<file path="config.mk">
export PLATFORM = sky130hd
export DESIGN_NAME = sram_port_arbiter_flat
export DESIGN_NICKNAME = d
export VERILOG_FILES = /design/src/rtl/sram_port_arbiter_if.sv /design/src/rtl/sram_port_arbiter.sv /design/src/flat_wrapper.sv
export SDC_FILE = /design/constraint.sdc
export NUM_CORES = 1
export LEC_CHECK = 0
export CORE_MARGIN = 2
export CORE_UTILIZATION = 40
export CTS_BUF_LIST = sky130_fd_sc_hd__clkbuf_8
export CTS_CLUSTER_SIZE = 20
export DETAILED_ROUTE_END_ITERATION = 12
export PLACE_DENSITY = 0.9
export SETUP_SLACK_MARGIN = 0.2
export SYNTH_ARGS = -nofsm -noshare
export SYNTH_HDL_FRONTEND = slang
export SYNTH_SLANG_ARGS = --single-unit
</file>
<file path="constraint.sdc">
create_clock -name clk -period 3.3 [get_ports clk]
set_input_delay 0.66 -clock clk [delete_from_list [all_inputs] [get_ports clk]]
set_output_delay 0.66 -clock clk [all_outputs]
set_load 0.02 [all_outputs]
</file>
<file path="src/rtl/sram_port_arbiter_if.sv">
// sram_port_arbiter_if: bundles the requester handshake and the SRAM wrapper pins
// of sram_port_arbiter.
//
// Signals (arbiter view, modport slave):
//   req0/req1, we0/we1, addr0/addr1, wdata0/wdata1  in   requests from port 0 / port 1
//   done0/done1                                     out  one-cycle completion pulses
//   rdata                                           out  registered read data
//   busy                                            out  access in flight
//   sram_read_enable/sram_write_enable              out  wrapper enables
//   sram_address/sram_write_data                    out  wrapper address and write data
//   sram_read_data                                  in   wrapper read data
// The master modport is the mirror image, used by whatever plays both requesters
// and the SRAM wrapper.
interface sram_port_arbiter_if #(
  parameter int unsigned ADDR_W = 16,
  parameter int unsigned DATA_W = 32
);
  logic              req0;
  logic              req1;
  logic              we0;
  logic              we1;
  logic [ADDR_W-1:0] addr0;
  logic [ADDR_W-1:0] addr1;
  logic [DATA_W-1:0] wdata0;
  logic [DATA_W-1:0] wdata1;
  logic              done0;
  logic              done1;
  logic [DATA_W-1:0] rdata;
  logic              busy;
  logic              sram_read_enable;
  logic              sram_write_enable;
  logic [ADDR_W-1:0] sram_address;
  logic [DATA_W-1:0] sram_write_data;
  logic [DATA_W-1:0] sram_read_data;

  modport slave (
    input  req0, req1, we0, we1, addr0, addr1, wdata0, wdata1, sram_read_data,
    output done0, done1, rdata, busy,
    output sram_read_enable, sram_write_enable, sram_address, sram_write_data
  );

  modport master (
    output req0, req1, we0, we1, addr0, addr1, wdata0, wdata1, sram_read_data,
    input  done0, done1, rdata, busy,
    input  sram_read_enable, sram_write_enable, sram_address, sram_write_data
  );
endinterface

</file>
<file path="src/rtl/sram_port_arbiter.sv">
// sram_port_arbiter: shares the single-port SRAM wrapper between port 0 (moving-average
// engine) and port 1 (host/debug reader). Each granted access runs IDLE -> GRANT (address
// setup) -> ACCESS (enables held ACCESS_CYCLES cycles) -> DONE (one-cycle done pulse).
//
// Ports:
//   clk    system clock
//   n_rst  asynchronous active-low reset
//   bus    sram_port_arbiter_if.slave: requester handshake, rdata, busy and SRAM pins
//
// Parameters: ADDR_W, DATA_W (must match the interface instance), ACCESS_CYCLES (1..15).
//
// Build option: define SRAM_ARB_FIXED_PRIO_EN to make port 0 always win contention
// (port 1 may starve); otherwise contention is resolved round robin.
module sram_port_arbiter #(
  parameter int unsigned ADDR_W        = 16,
  parameter int unsigned DATA_W        = 32,
  parameter int unsigned ACCESS_CYCLES = 2
) (
  input logic                 clk,
  input logic                 n_rst,
  sram_port_arbiter_if.slave  bus
);

  localparam logic [3:0] LastCnt = 4'(ACCESS_CYCLES - 1);

  typedef enum logic [1:0] {StIdle, StGrant, StAccess, StDone} state_e;

  state_e     state_q;
  logic [3:0] cnt_q;
  logic       sel_q;
  logic       lat_we_q;
`ifndef SRAM_ARB_FIXED_PRIO_EN
  logic       last_grant_q;
`endif

  // Winner of the current IDLE cycle and its request fields.
  logic              pick;
  logic              we_pick;
  logic [ADDR_W-1:0] addr_pick;
  logic [DATA_W-1:0] wdata_pick;

  always_comb begin
    pick = 1'b0;
    if (bus.req0 && bus.req1) begin
`ifdef SRAM_ARB_FIXED_PRIO_EN
      pick = 1'b0;
`else
      pick = ~last_grant_q;
`endif
    end else if (bus.req1) begin
      pick = 1'b1;
    end
    we_pick    = pick ? bus.we1    : bus.we0;
    addr_pick  = pick ? bus.addr1  : bus.addr0;
    wdata_pick = pick ? bus.wdata1 : bus.wdata0;
  end

  // The sram_address / sram_write_data registers double as the latched request fields:
  // they are loaded at grant and held untouched until the access ends.
  always_ff @(posedge clk or negedge n_rst) begin
    if (!n_rst) begin
      state_q               <= StIdle;
      cnt_q                 <= '0;
      sel_q                 <= 1'b0;
      lat_we_q              <= 1'b0;
`ifndef SRAM_ARB_FIXED_PRIO_EN
      last_grant_q          <= 1'b1;  // port 0 wins the first contention
`endif
      bus.done0             <= 1'b0;
      bus.done1             <= 1'b0;
      bus.rdata             <= '0;
      bus.busy              <= 1'b0;
      bus.sram_read_enable  <= 1'b0;
      bus.sram_write_enable <= 1'b0;
      bus.sram_address      <= '0;
      bus.sram_write_data   <= '0;
    end else begin
      bus.done0 <= 1'b0;
      bus.done1 <= 1'b0;
      case (state_q)
        StIdle: begin
          if (bus.req0 || bus.req1) begin
            sel_q               <= pick;
            lat_we_q            <= we_pick;
            bus.sram_address    <= addr_pick;
            bus.sram_write_data <= wdata_pick;
            bus.busy            <= 1'b1;
            state_q             <= StGrant;
          end
        end
        StGrant: begin
          cnt_q                 <= '0;
          bus.sram_write_enable <= lat_we_q;
          bus.sram_read_enable  <= ~lat_we_q;
          state_q               <= StAccess;
        end
        StAccess: begin
          if (cnt_q == LastCnt) begin
            if (!lat_we_q) begin
              bus.rdata <= bus.sram_read_data;
            end
            bus.sram_write_enable <= 1'b0;
            bus.sram_read_enable  <= 1'b0;
            bus.sram_address      <= '0;
            bus.sram_write_data   <= '0;
            bus.done0             <= ~sel_q;
            bus.done1             <= sel_q;
            state_q               <= StDone;
          end else begin
            cnt_q <= cnt_q + 4'd1;
          end
        end
        StDone: begin
`ifndef SRAM_ARB_FIXED_PRIO_EN
          last_grant_q <= sel_q;
`endif
          bus.busy     <= 1'b0;
          state_q      <= StIdle;
        end
        default: state_q <= StIdle;
      endcase
    end
  end

endmodule

</file>
<file path="src/flat_wrapper.sv">
// flat-port wrapper written by rule: the top's interface ports become plain ports
module sram_port_arbiter_flat 
#(
  parameter int unsigned ADDR_W        = 16,
  parameter int unsigned DATA_W        = 32,
  parameter int unsigned ACCESS_CYCLES = 2
)
  (clk, n_rst, bus_req0, bus_req1, bus_we0, bus_we1, bus_addr0, bus_addr1, bus_wdata0, bus_wdata1, bus_sram_read_data, bus_done0, bus_done1, bus_rdata, bus_busy, bus_sram_read_enable, bus_sram_write_enable, bus_sram_address, bus_sram_write_data);
  sram_port_arbiter_if #(.ADDR_W(ADDR_W), .DATA_W(DATA_W)) bus_i ();
  input logic clk;
  input logic n_rst;
  input wire logic [$bits(bus_i.req0)-1:0] bus_req0;
  input wire logic [$bits(bus_i.req1)-1:0] bus_req1;
  input wire logic [$bits(bus_i.we0)-1:0] bus_we0;
  input wire logic [$bits(bus_i.we1)-1:0] bus_we1;
  input wire logic [$bits(bus_i.addr0)-1:0] bus_addr0;
  input wire logic [$bits(bus_i.addr1)-1:0] bus_addr1;
  input wire logic [$bits(bus_i.wdata0)-1:0] bus_wdata0;
  input wire logic [$bits(bus_i.wdata1)-1:0] bus_wdata1;
  input wire logic [$bits(bus_i.sram_read_data)-1:0] bus_sram_read_data;
  output wire logic [$bits(bus_i.done0)-1:0] bus_done0;
  output wire logic [$bits(bus_i.done1)-1:0] bus_done1;
  output wire logic [$bits(bus_i.rdata)-1:0] bus_rdata;
  output wire logic [$bits(bus_i.busy)-1:0] bus_busy;
  output wire logic [$bits(bus_i.sram_read_enable)-1:0] bus_sram_read_enable;
  output wire logic [$bits(bus_i.sram_write_enable)-1:0] bus_sram_write_enable;
  output wire logic [$bits(bus_i.sram_address)-1:0] bus_sram_address;
  output wire logic [$bits(bus_i.sram_write_data)-1:0] bus_sram_write_data;
  assign bus_i.req0 = bus_req0;
  assign bus_i.req1 = bus_req1;
  assign bus_i.we0 = bus_we0;
  assign bus_i.we1 = bus_we1;
  assign bus_i.addr0 = bus_addr0;
  assign bus_i.addr1 = bus_addr1;
  assign bus_i.wdata0 = bus_wdata0;
  assign bus_i.wdata1 = bus_wdata1;
  assign bus_i.sram_read_data = bus_sram_read_data;
  assign bus_done0 = bus_i.done0;
  assign bus_done1 = bus_i.done1;
  assign bus_rdata = bus_i.rdata;
  assign bus_busy = bus_i.busy;
  assign bus_sram_read_enable = bus_i.sram_read_enable;
  assign bus_sram_write_enable = bus_i.sram_write_enable;
  assign bus_sram_address = bus_i.sram_address;
  assign bus_sram_write_data = bus_i.sram_write_data;
  sram_port_arbiter #(.ADDR_W(ADDR_W), .DATA_W(DATA_W), .ACCESS_CYCLES(ACCESS_CYCLES)) u_core (.clk(clk), .n_rst(n_rst), .bus(bus_i));
endmodule
</file>
==> out/metrics.cfg, run 1 <==
[timing]
hold_viol = 0
final.setup.worst_slack_ns = 0.854
slew_headroom_pct = 37.5
slew_viol_final = 0
rsz0062_at_grt = no
tns_ns = 0
period_share_pct = 74.1
tightest_slew_ns = 0.933
holdWs_ns = 0.321
setup_viol = 0
finalClockSkew_ns = 0.00798
min_period_ns = 2.45
fmax_ghz = 0.409

[setup_path]
rr_worst_depth = 6
startpoint = u_core.state_q[0]
endpoint = u_core.bus.sram_address[0]
critical_path.slowest_cell = o21ai_4
crit_fanout = 32
worst_setup_path_start_kind = flip-flop
r2r_start = u_core.state_q[0]
cp.required_ns = 3.57
cp.depth = 6
crit_buf_inv = 2
path_cells = inv_1 -> ha_1 -> and4bb_4 -> o21ai_4 -> buf_4 -> o2bb2ai_1
rr_endpoint = u_core.bus.sram_address[0]
cpLargestDelayFamily = compound AO/OA/AOI/OAI gates
cp.arrival_ns = 2.72
crit_path_max_incr_delay_ns = 0.75
critical_path_class = reg -> reg
cp-end-kind = flip-flop
ff2ff_setup_slack_ns = 0.85

[routing]
via_per_inst = 5.05
drt-total-wl_um = 11600
vias = 3371
antenna_left = 0
drt_iter0_markers = 74
drtPass1Iterations = 4
drc = 0
routedWlPerCell_um = 17.4

[global_routing]
antenna_found_initial = 0
track_usage_pct = 19.4
grt_pass1_wl_um = 17600
overflow = 0
first_global_vias = 3564
grt_max_degree = 49

[synthesis]
synth_edf_count = 0
synth_fa_ha_area_share_pct = 2.29
synth_mux_area_share_pct = 21.0
async_flop_share_pct = 100
synth_ff_type = dfrtp_1
synth_top_family_by_area = multiplexers
synth_nets = 444
yosys_warnings = 0
yosysTopAreaCell = dfrtp_1
yosys.area_share.simple_pct = 2.58
synth-seq-cells = 94
syn_area_per_cell_um2 = 14.5
syn_inst = 302
seq_area_frac_synth_pct = 53.9
yosys-top-cells-area = dfrtp_1 53%, mux2i_1 12%, mux2_2 8.8%
synth_commonest_cells = 93 x dfrtp_1, 51 x mux2i_1, 34 x mux2_2
netlist.area_leader.share_pct = 53.3
syn_area_um2 = 4360
synth-compound-area-share_pct = 15.9
synth_most_common_cell = dfrtp_1
synth_xor_area_share_pct = 0
synth.distinct_cells = 36

[outcome]
outcome = complete, no violations

[power_and_ir_drop]
cellPowerDensity_nw_per_um2 = 890
p_leak_nw = 2.88
peakVddDrop_v = 0.000451

[clock_network]
cts_max_level = 3
numCtsBuffers = 9
cts-root-buf = clkbuf_8
cts_sinks = 94
cts_max_path_buffers = 2
cts_tree = yes
ctsResizeCount = 0
cts_hold_buf = 0
post_cts_buffers = 0
clock_latency_ns = 0.35
clkTransAtPathRegs_ns = 0.08

[cells_and_area]
diodes = 0
nets = 666
seq_area_um2 = 2350
finalNonFillerCells = 667
multi_input_area_um2 = 1850
fin_util_pct = 64.2
nFillCells = 812
drive_gt1_share_pct = 16.5
areaGrowthSynthToFinish_pct = 58.1

[floorplan]
die-height_um = 108
coreArea_um2 = 10700
dieArea_um2 = 11800
die_w_um = 108
boundaryPins = 219
start_util_pct = 40.6
num_rows = 38

[place]
io_buffers = 218
gp_congestion = 0.809
place_inst = 653
hpwl_um = 8980
place_ws_ns = 0.636

[job]
maxCapViolCount = 0

[worst_hold_path]
hp-class = in -> async

worst register-to-register path, stage by stage, from the launching register on:
cell and delay (ns):
dfrtp_1 0.40, inv_1 0.11, ha_1 0.29, and4bb_4 0.28
o21ai_4 0.75, buf_4 0.40, o2bb2ai_1 0.15
where the power goes:
part | leakage (nW) | internal (mW) | switching, mW | total (mW)
Sequential | 1.16 | 1.69 | 0.335 | 2.03
Combinational | 1.62 | 1.72 | 1.64 | 3.36
Clock | 0.104 | 0.379 | 0.373 | 0.751
flip-flops by register name, summed over array words and instances, names as in the netlist, 2 cells and up:
name and count:
u_core.bus.rdata 32, u_core.bus.sram_write_data 32, u_core.bus.sram_address 16, u_core.cnt_q 4, u_core.state_q 2
cell usage in the layout (no fill, tap or decap), drive strengths merged:
cell type and count:
clkdlybuf4s50 217, dfrtp 93, mux2i 51, o2bb2ai 48
mux2 36, buf 13, inv 11, clkbuf 11
ha 8, o21ai 6, nor2 4, a21oi 4
nor2b 2, nand3 2, a22o 2, nand2 2
nor3b 2, or3b 2, and3 1, nor3 1
and4bb 1, o21a 1, a41o 1, o41ai 1
o32a 1, o211ai 1, a21boi 1, o311ai 1
o21bai 1, bufinv 1, dfstp 1
cell families (layout without fill, tap and decap cells):
family / Yosys count / in the layout
fa+ha+maj: 8 / 8
mux: 87 / 87
compound gates: 68 / 68
buf+inv: 28 / 253
flops: 94 / 94
simple gates: 17 / 17
how the worst min path moves through the flow:
stage	endpoint	from	slack, ns
global route	u_core.bus.rdata[12]	n_rst	0.35
floorplan	u_core.bus.busy	n_rst	0.36
detailed placement	u_core.bus.sram_write_data[7]	u_core.bus.sram_write_data[7]	0.47
CTS	u_core.bus.rdata[12]	n_rst	0.33
finish	u_core.bus.rdata[12]	n_rst	0.32
global placement	u_core.bus.done0	u_core.sel_q	0.47
stage by stage:
step | cell area (um2) | total power, mW
after floorplan | 4360 | 3.99
after global placement | 6710 | 5.29
after detailed placement | 6710 | 5.43
after CTS | 6900 | 6.21
after global routing | 6900 | 6.50
final | 6900 | 6.14
per-layer routing:
| layer | vias to the layer above | share of wire [%] | global-route usage, % |
|---|---|---|---|
| met2 | 156 | 50 | 33.4 |
| met3 | 16 | 10 | 6.03 |
| met4 | 0 | 1.4 | 7.14 |
| met5 | - | 0 | 0 |
| li1 | 1572 | - | - |
| met1 | 1627 | 39 | 22.8 |
layout make-up:
cell class / count / area share [%]
sequential: 94 / 34.1
timing repair buffer: 230 / 33.3
multi-input combinational: 180 / 26.8
tap: 140 / 2.54
clock buffer: 11 / 2.19
clock inverter: 3 / 0.544
inverter: 9 / 0.490
(Power assumes the default switching activity.)
==> run 2: changes to the inputs <==
- CORE_UTILIZATION: 40 -> 38
- clock period: 3.3 -> 2 ns (I/O delays scaled with it)
==> out/metrics.cfg, run 2 (synthesis gave the netlist of run 1 again) <==
[outcome]
outcome = complete, no violations  ; unchanged

[cells_and_area]
layout_commonest_cell = clkdlybuf4s50_1  ; unchanged
seq_area_um2 = 2350  ; about the same
drive_gt1_share_pct = 20.1  ; was 16.5%
finalNonFillerCells = 684  ; was 667
diodes = 0  ; unchanged
mostFrequentLayoutCells = 183 x clkdlybuf4s50_1, 92 x dfrtp_1, 51 x mux2i_1  ; was 217 x clkdlybuf4s50_1, 93 x dfrtp_1, 51 x mux2i_1
nFillCells = 820  ; was 812
nets = 678  ; was 666
multi_input_area_um2 = 1890  ; was 1850 um2
largest_registers = u_core.bus.rdata: 32 flops, u_core.bus.sram_write_data: 32 flops, u_core.bus.sram_address: 16 flops  ; unchanged
areaGrowthSynthToFinish_pct = 66.8  ; was 58.1%
fin_util_pct = 64.3  ; was 64.2%

[global_routing]
grt_max_degree = 46  ; was 49
grt_pass1_wl_um = 18600  ; was 17600 um
antenna_found_initial = 0  ; unchanged
first_global_vias = 3723  ; was 3564
track_usage_pct = 18.8  ; was 19.4%
overflow = 0  ; unchanged

[timing]
fmax_ghz = 0.576
finalClockSkew_ns = 0.00718  ; was 0.00798 ns
tightest_slew_ns = 0.462  ; was 0.933 ns
hold_viol = 0  ; unchanged
setup_viol = 0  ; unchanged
tns_ns = 0  ; unchanged
period_share_pct = 86.8
slew_viol_final = 0  ; unchanged
holdWs_ns = 0.493  ; was 0.321 ns
final.setup.worst_slack_ns = 0.265  ; was 0.854 ns
min_period_ns = 1.74
rsz0062_at_grt = no  ; unchanged
slew_headroom_pct = 69.2  ; was 37.5%

[setup_path]
cp-end-kind = output pin  ; was flip-flop
crit_path_max_incr_delay_ns = 0.62  ; was 0.75 ns
cp.arrival_ns = 1.34  ; was 2.72 ns
cp.required_ns = 1.60  ; was 3.57 ns
critical_path.slowest_cell = clkdlybuf4s50_1  ; was o21ai_4
worst_setup_path_start_kind = flip-flop  ; unchanged
crit_fanout = 2  ; was 32
path_cells = clkdlybuf4s50_1  ; was inv_1 -> ha_1 -> and4bb_4 -> o21ai_4 -> buf_4 -> o2bb2ai_1
crit_buf_inv = 1  ; was 2
critical_path_class = reg -> out  ; was reg -> reg
cpLargestDelayFamily = buffers and inverters  ; was compound AO/OA/AOI/OAI gates

[routing]
via_per_inst = 5.01  ; was 5.05
antenna_left = 0  ; unchanged
drt-total-wl_um = 11800  ; was 11600 um
drtPass1Iterations = 4  ; unchanged
routedWlPerCell_um = 17.2  ; was 17.4 um
drt_iter0_markers = 187  ; was 74
drc = 0  ; unchanged
vias = 3428  ; was 3371

[clock_network]
cts_sinks = 94  ; unchanged
cts_max_path_buffers = 2  ; unchanged
clock_latency_ns = 0.36  ; was 0.35 ns
cts_tree = yes  ; unchanged
clkTransAtPathRegs_ns = 0.08  ; about the same
cts_max_level = 3  ; unchanged
numCtsBuffers = 9  ; unchanged
cts-root-buf = clkbuf_8  ; unchanged

[floorplan]
coreArea_um2 = 11300  ; was 10700 um2
boundaryPins = 219  ; unchanged
die_w_um = 111  ; was 108 um
die-height_um = 111  ; was 108 um
num_rows = 39  ; was 38
dieArea_um2 = 12400  ; was 11800 um2
start_util_pct = 38.5  ; was 40.6%

[power_and_ir_drop]
power_switching_share_pct = 37.2  ; was 38.3%
p_clk_share_pct = 13.2  ; was 12.2%
pwr-share-comb_pct = 55.9  ; was 54.7%
p_leak_nw = 3.39  ; was 2.88 nW
p_seq_share_pct = 30.9  ; was 33.0%
peakVddDrop_v = 0.000857  ; was 0.000451 V
cellPowerDensity_nw_per_um2 = 1480  ; was 890 nW/um2
internal-power_mw = 6.76  ; was 3.79 mW
p_sw_mw = 4.00  ; was 2.35 mW

[place]
hpwl_um = 8640  ; was 8980 um
gp_congestion = 0.805  ; was 0.809
io_buffers = 218  ; unchanged
place_inst = 660  ; was 653
place_ws_ns = -0.0125  ; was 0.636 ns

[job]
maxCapViolCount = 0  ; unchanged

[worst_hold_path]
hp-class = reg -> reg  ; was in -> async

-- run 2: cell types whose count changed in the layout (fill, tap and decap cells not counted), moves of 3 or more --
cell	previous run	this run
buf_12	2	9
clkdlybuf4s50_1	217	183
dlygate4sd2_1	0	4
dlymetal6s2s_1	0	30
inv_1	11	8
-- run 2: final cells by class --
type	instances	share of cell area, %
repair buffers	242	35.5
flip-flops and latches	94	32.3
multi-input cells	180	26.0
well taps	143	2.46
clock buffers	12	2.27
clock inverters	4	0.945
inverters	9	0.464
-- run 2: power groups by stage --
stage	registers [mW]	clock network, mW	logic (mW)
floorplan	4.25	0	2.32
global placement	3.31	0	5.64
detailed placement	3.36	0	5.80
CTS	3.34	1.48	5.79
global route	3.44	1.57	6.40
finish	3.32	1.43	6.01
-- run 2: final timing paths --
check / start / to / slack, ns / cells after the start
worst min register to register: u_core.bus.sram_address[1] / u_core.bus.sram_address[1] / 0.49 / 1
worst max-delay path: u_core.bus.sram_write_data[5] / bus_sram_write_data[5] / 0.26 / 1
max in group asynchronous: n_rst / u_core.bus.sram_write_data[0] / 0.86 / 3
worst max register to register: u_core.state_q[1] / u_core.bus.sram_write_data[9] / 0.26 / 7
worst min-delay path: u_core.bus.sram_address[1] / u_core.bus.sram_address[1] / 0.49 / 1
min in group asynchronous: n_rst / u_core.bus.sram_address[12] / 0.54 / 2
-- run 2: what timing repair did --
action | 4_1_cts | 5_1_grt
setup endpoints to repair | 52 | 84
endpoints found under the hold margin | 31 | 0
resized for setup | 5 | 42
pin swaps | 0 | 2
cloned | 0 | 2
setup buffers | 0 | 5
hold buffers | 1 | 0
-- run 2: metal layers --
layer | wire length (um) | global-route usage [%]
met1 | 4840 | 22.4
met2 | 5700 | 31.7
met3 | 920 | 5.52
met4 | 323 | 8.15
met5 | 0 | 0
-- run 2: per-stage QoR --
stage | power (mW) | instance area [um2]
after detailed placement | 9.16 | 6830
final | 10.8 | 7280
after floorplan | 6.58 | 4360
after CTS | 10.6 | 7070
after global routing | 11.4 | 7280
after global placement | 8.95 | 6830
==> run 3: changes to the inputs <==
- CELL_PAD_IN_SITES_DETAIL_PLACEMENT: default -> 0
- CELL_PAD_IN_SITES_GLOBAL_PLACEMENT: default -> 2
- CORE_UTILIZATION: 38 -> 23
- PLACE_DENSITY: 0.9 -> 0.87
==> out/metrics.cfg, run 3 (synthesis gave the netlist of run 1 again) <==
[cells_and_area]
nFillCells = 1794  ; was 820
largest_registers = u_core.bus.rdata: 32 flops, u_core.bus.sram_write_data: 32 flops, u_core.bus.sram_address: 16 flops  ; unchanged
layout_commonest_cell = clkdlybuf4s50_1  ; unchanged
postLayoutCellArea_um2 = 7370  ; was 7280 um2
diodes = 0  ; unchanged
areaGrowthSynthToFinish_pct = 68.8  ; was 66.8%
nets = 684  ; was 678
finalNonFillerCells = 781  ; was 684
mostFrequentLayoutCells = 172 x clkdlybuf4s50_1, 92 x dfrtp_1, 51 x mux2i_1  ; was 183 x clkdlybuf4s50_1, 92 x dfrtp_1, 51 x mux2i_1
drive_gt1_share_pct = 21.2  ; was 20.1%

[place]
gp_congestion = 0.740  ; was 0.805
place_ws_ns = -0.0585  ; was -0.0125 ns
io_buffers = 218  ; unchanged
hpwl_um = 9700  ; was 8640 um
placed_area_um2 = 6970  ; was 6830 um2
place_inst = 754  ; was 660

[global_routing]
grt_max_degree = 34  ; was 46
overflow = 0  ; unchanged
first_global_vias = 3583  ; was 3723
antenna_found_initial = 1  ; was 0
grt_pass1_wl_um = 19100  ; was 18600 um
track_usage_pct = 12.2  ; was 18.8%

[floorplan]
dieArea_um2 = 20100  ; was 12400 um2
die-height_um = 142  ; was 111 um
die_w_um = 142  ; was 111 um
start_util_pct = 23.4  ; was 38.5%
num_rows = 50  ; was 39
coreArea_um2 = 18600  ; was 11300 um2
boundaryPins = 219  ; unchanged

[setup_path]
cp.arrival_ns = 1.34  ; about the same
critical_path_class = reg -> out  ; unchanged
critical_path.slowest_cell = clkdlybuf4s50_1  ; unchanged
cp-end-kind = output pin  ; unchanged
r2r_start = u_core.state_q[1]  ; unchanged
startpoint = u_core.bus.sram_address[1]  ; was u_core.bus.sram_write_data[5]
cpLargestDelayFamily = buffers and inverters  ; unchanged
path_cells = clkdlybuf4s50_1  ; unchanged
crit_fanout = 2  ; unchanged
crit_buf_inv = 1  ; unchanged
worst_setup_path_start_kind = flip-flop  ; unchanged
crit_path_max_incr_delay_ns = 0.61  ; was 0.62 ns
cp.required_ns = 1.60  ; about the same

[power_and_ir_drop]
internal-power_mw = 6.45  ; was 6.76 mW
p_seq_share_pct = 31.2  ; was 30.9%
p_clk_share_pct = 11.0  ; was 13.2%
power_switching_share_pct = 39.0  ; was 37.2%
pwr-share-comb_pct = 57.8  ; was 55.9%
peakVddDrop_v = 0.000678  ; was 0.000857 V
p_leak_nw = 3.32  ; was 3.39 nW
cellPowerDensity_nw_per_um2 = 1440  ; was 1480 nW/um2
p_sw_mw = 4.13  ; was 4.00 mW

[timing]
period_share_pct = 87.0  ; was 86.8%
tightest_slew_ns = 0.449  ; was 0.462 ns
final.setup.worst_slack_ns = 0.259  ; was 0.265 ns
hold_viol = 0  ; unchanged
fmax_ghz = 0.574  ; was 0.576 GHz
finalClockSkew_ns = 0.0109  ; was 0.00718 ns
min_period_ns = 1.74  ; about the same
setup_viol = 0  ; unchanged
slew_viol_final = 0  ; unchanged
tns_ns = 0  ; unchanged
holdWs_ns = 0.488  ; was 0.493 ns
slew_headroom_pct = 70.0  ; was 69.2%
rsz0062_at_grt = no  ; unchanged

[job]
maxCapViolCount = 0  ; unchanged

[routing]
antenna_left = 0  ; unchanged
vias = 3380  ; was 3428
drt_iter0_markers = 63  ; was 187
via_per_inst = 4.33  ; was 5.01
drc = 0  ; unchanged
drtPass1Iterations = 3  ; was 4
routedWlPerCell_um = 16.7  ; was 17.2 um
drt-total-wl_um = 13000  ; was 11800 um

[clock_network]
cts_max_path_buffers = 2  ; unchanged
cts-root-buf = clkbuf_8  ; unchanged
cts_sinks = 94  ; unchanged
numCtsBuffers = 9  ; unchanged
clkTransAtPathRegs_ns = 0.10  ; was 0.08 ns
cts_tree = yes  ; unchanged
cts_max_level = 3  ; unchanged
clock_latency_ns = 0.36  ; about the same

[outcome]
outcome = complete, no violations  ; unchanged

[worst_hold_path]
hp-class = reg -> reg  ; unchanged
worstHoldStart = u_core.bus.sram_write_data[2]  ; was u_core.bus.sram_address[1]

[run 3: worst paths after layout]
path                       cells after the start                             to  slack, ns
max                                            1            bus_sram_address[1]       0.26
min                                            1  u_core.bus.sram_write_data[2]       0.49
max reg2reg                                    6  u_core.bus.sram_write_data[1]       0.26
min reg2reg                                    1  u_core.bus.sram_write_data[2]       0.49
max in group asynchronous                      3            u_core.last_grant_q       0.88
min in group asynchronous                      2     u_core.bus.sram_address[1]       0.51
[run 3: stage by stage]
stage               utilization [%]  power [mW]
finish                         39.5        10.6
detailed placement             37.4        9.25
floorplan                         -        6.58
global route                   39.5        11.3
global placement               37.4        9.07
CTS                            38.5        10.5
[run 3: final cells by class]
cell class	instances	area (um2)	area share, %
Tap cell	234	293	3.97
Inverter	9	36.3	0.493
Clock inverter	6	38.8	0.526
Multi-Input combinational cell	180	1890	25.7
Timing Repair Buffer	248	2620	35.5
Sequential cell	94	2350	32.0
Clock buffer	10	138	1.87
[run 3: power by group through the flow]
stage,logic [mW],registers (mW),clock network [mW]
finish,6.12,3.30,1.17
CTS,5.90,3.32,1.27
floorplan,2.32,4.25,0
detailed placement,5.90,3.35,0
global route,6.55,3.43,1.34
global placement,5.75,3.32,0
[run 3: per-layer routing]
metal | share of wire (%) | vias to the layer above | track usage (%)
li1 | - | 1605 | -
met1 | 39 | 1608 | 14.0
met2 | 50 | 154 | 21.1
met3 | 10 | 13 | 4.72
met4 | 1.2 | 0 | 4.00
met5 | 0 | - | 0
[run 3: repair_timing]
item,CTS,global route
endpoints found under the hold margin,29,0
setup endpoints to repair,69,72
hold buffers,1,0
setup buffers,2,5
gates resized for setup,28,31
pin swaps,1,1
gates cloned,0,3
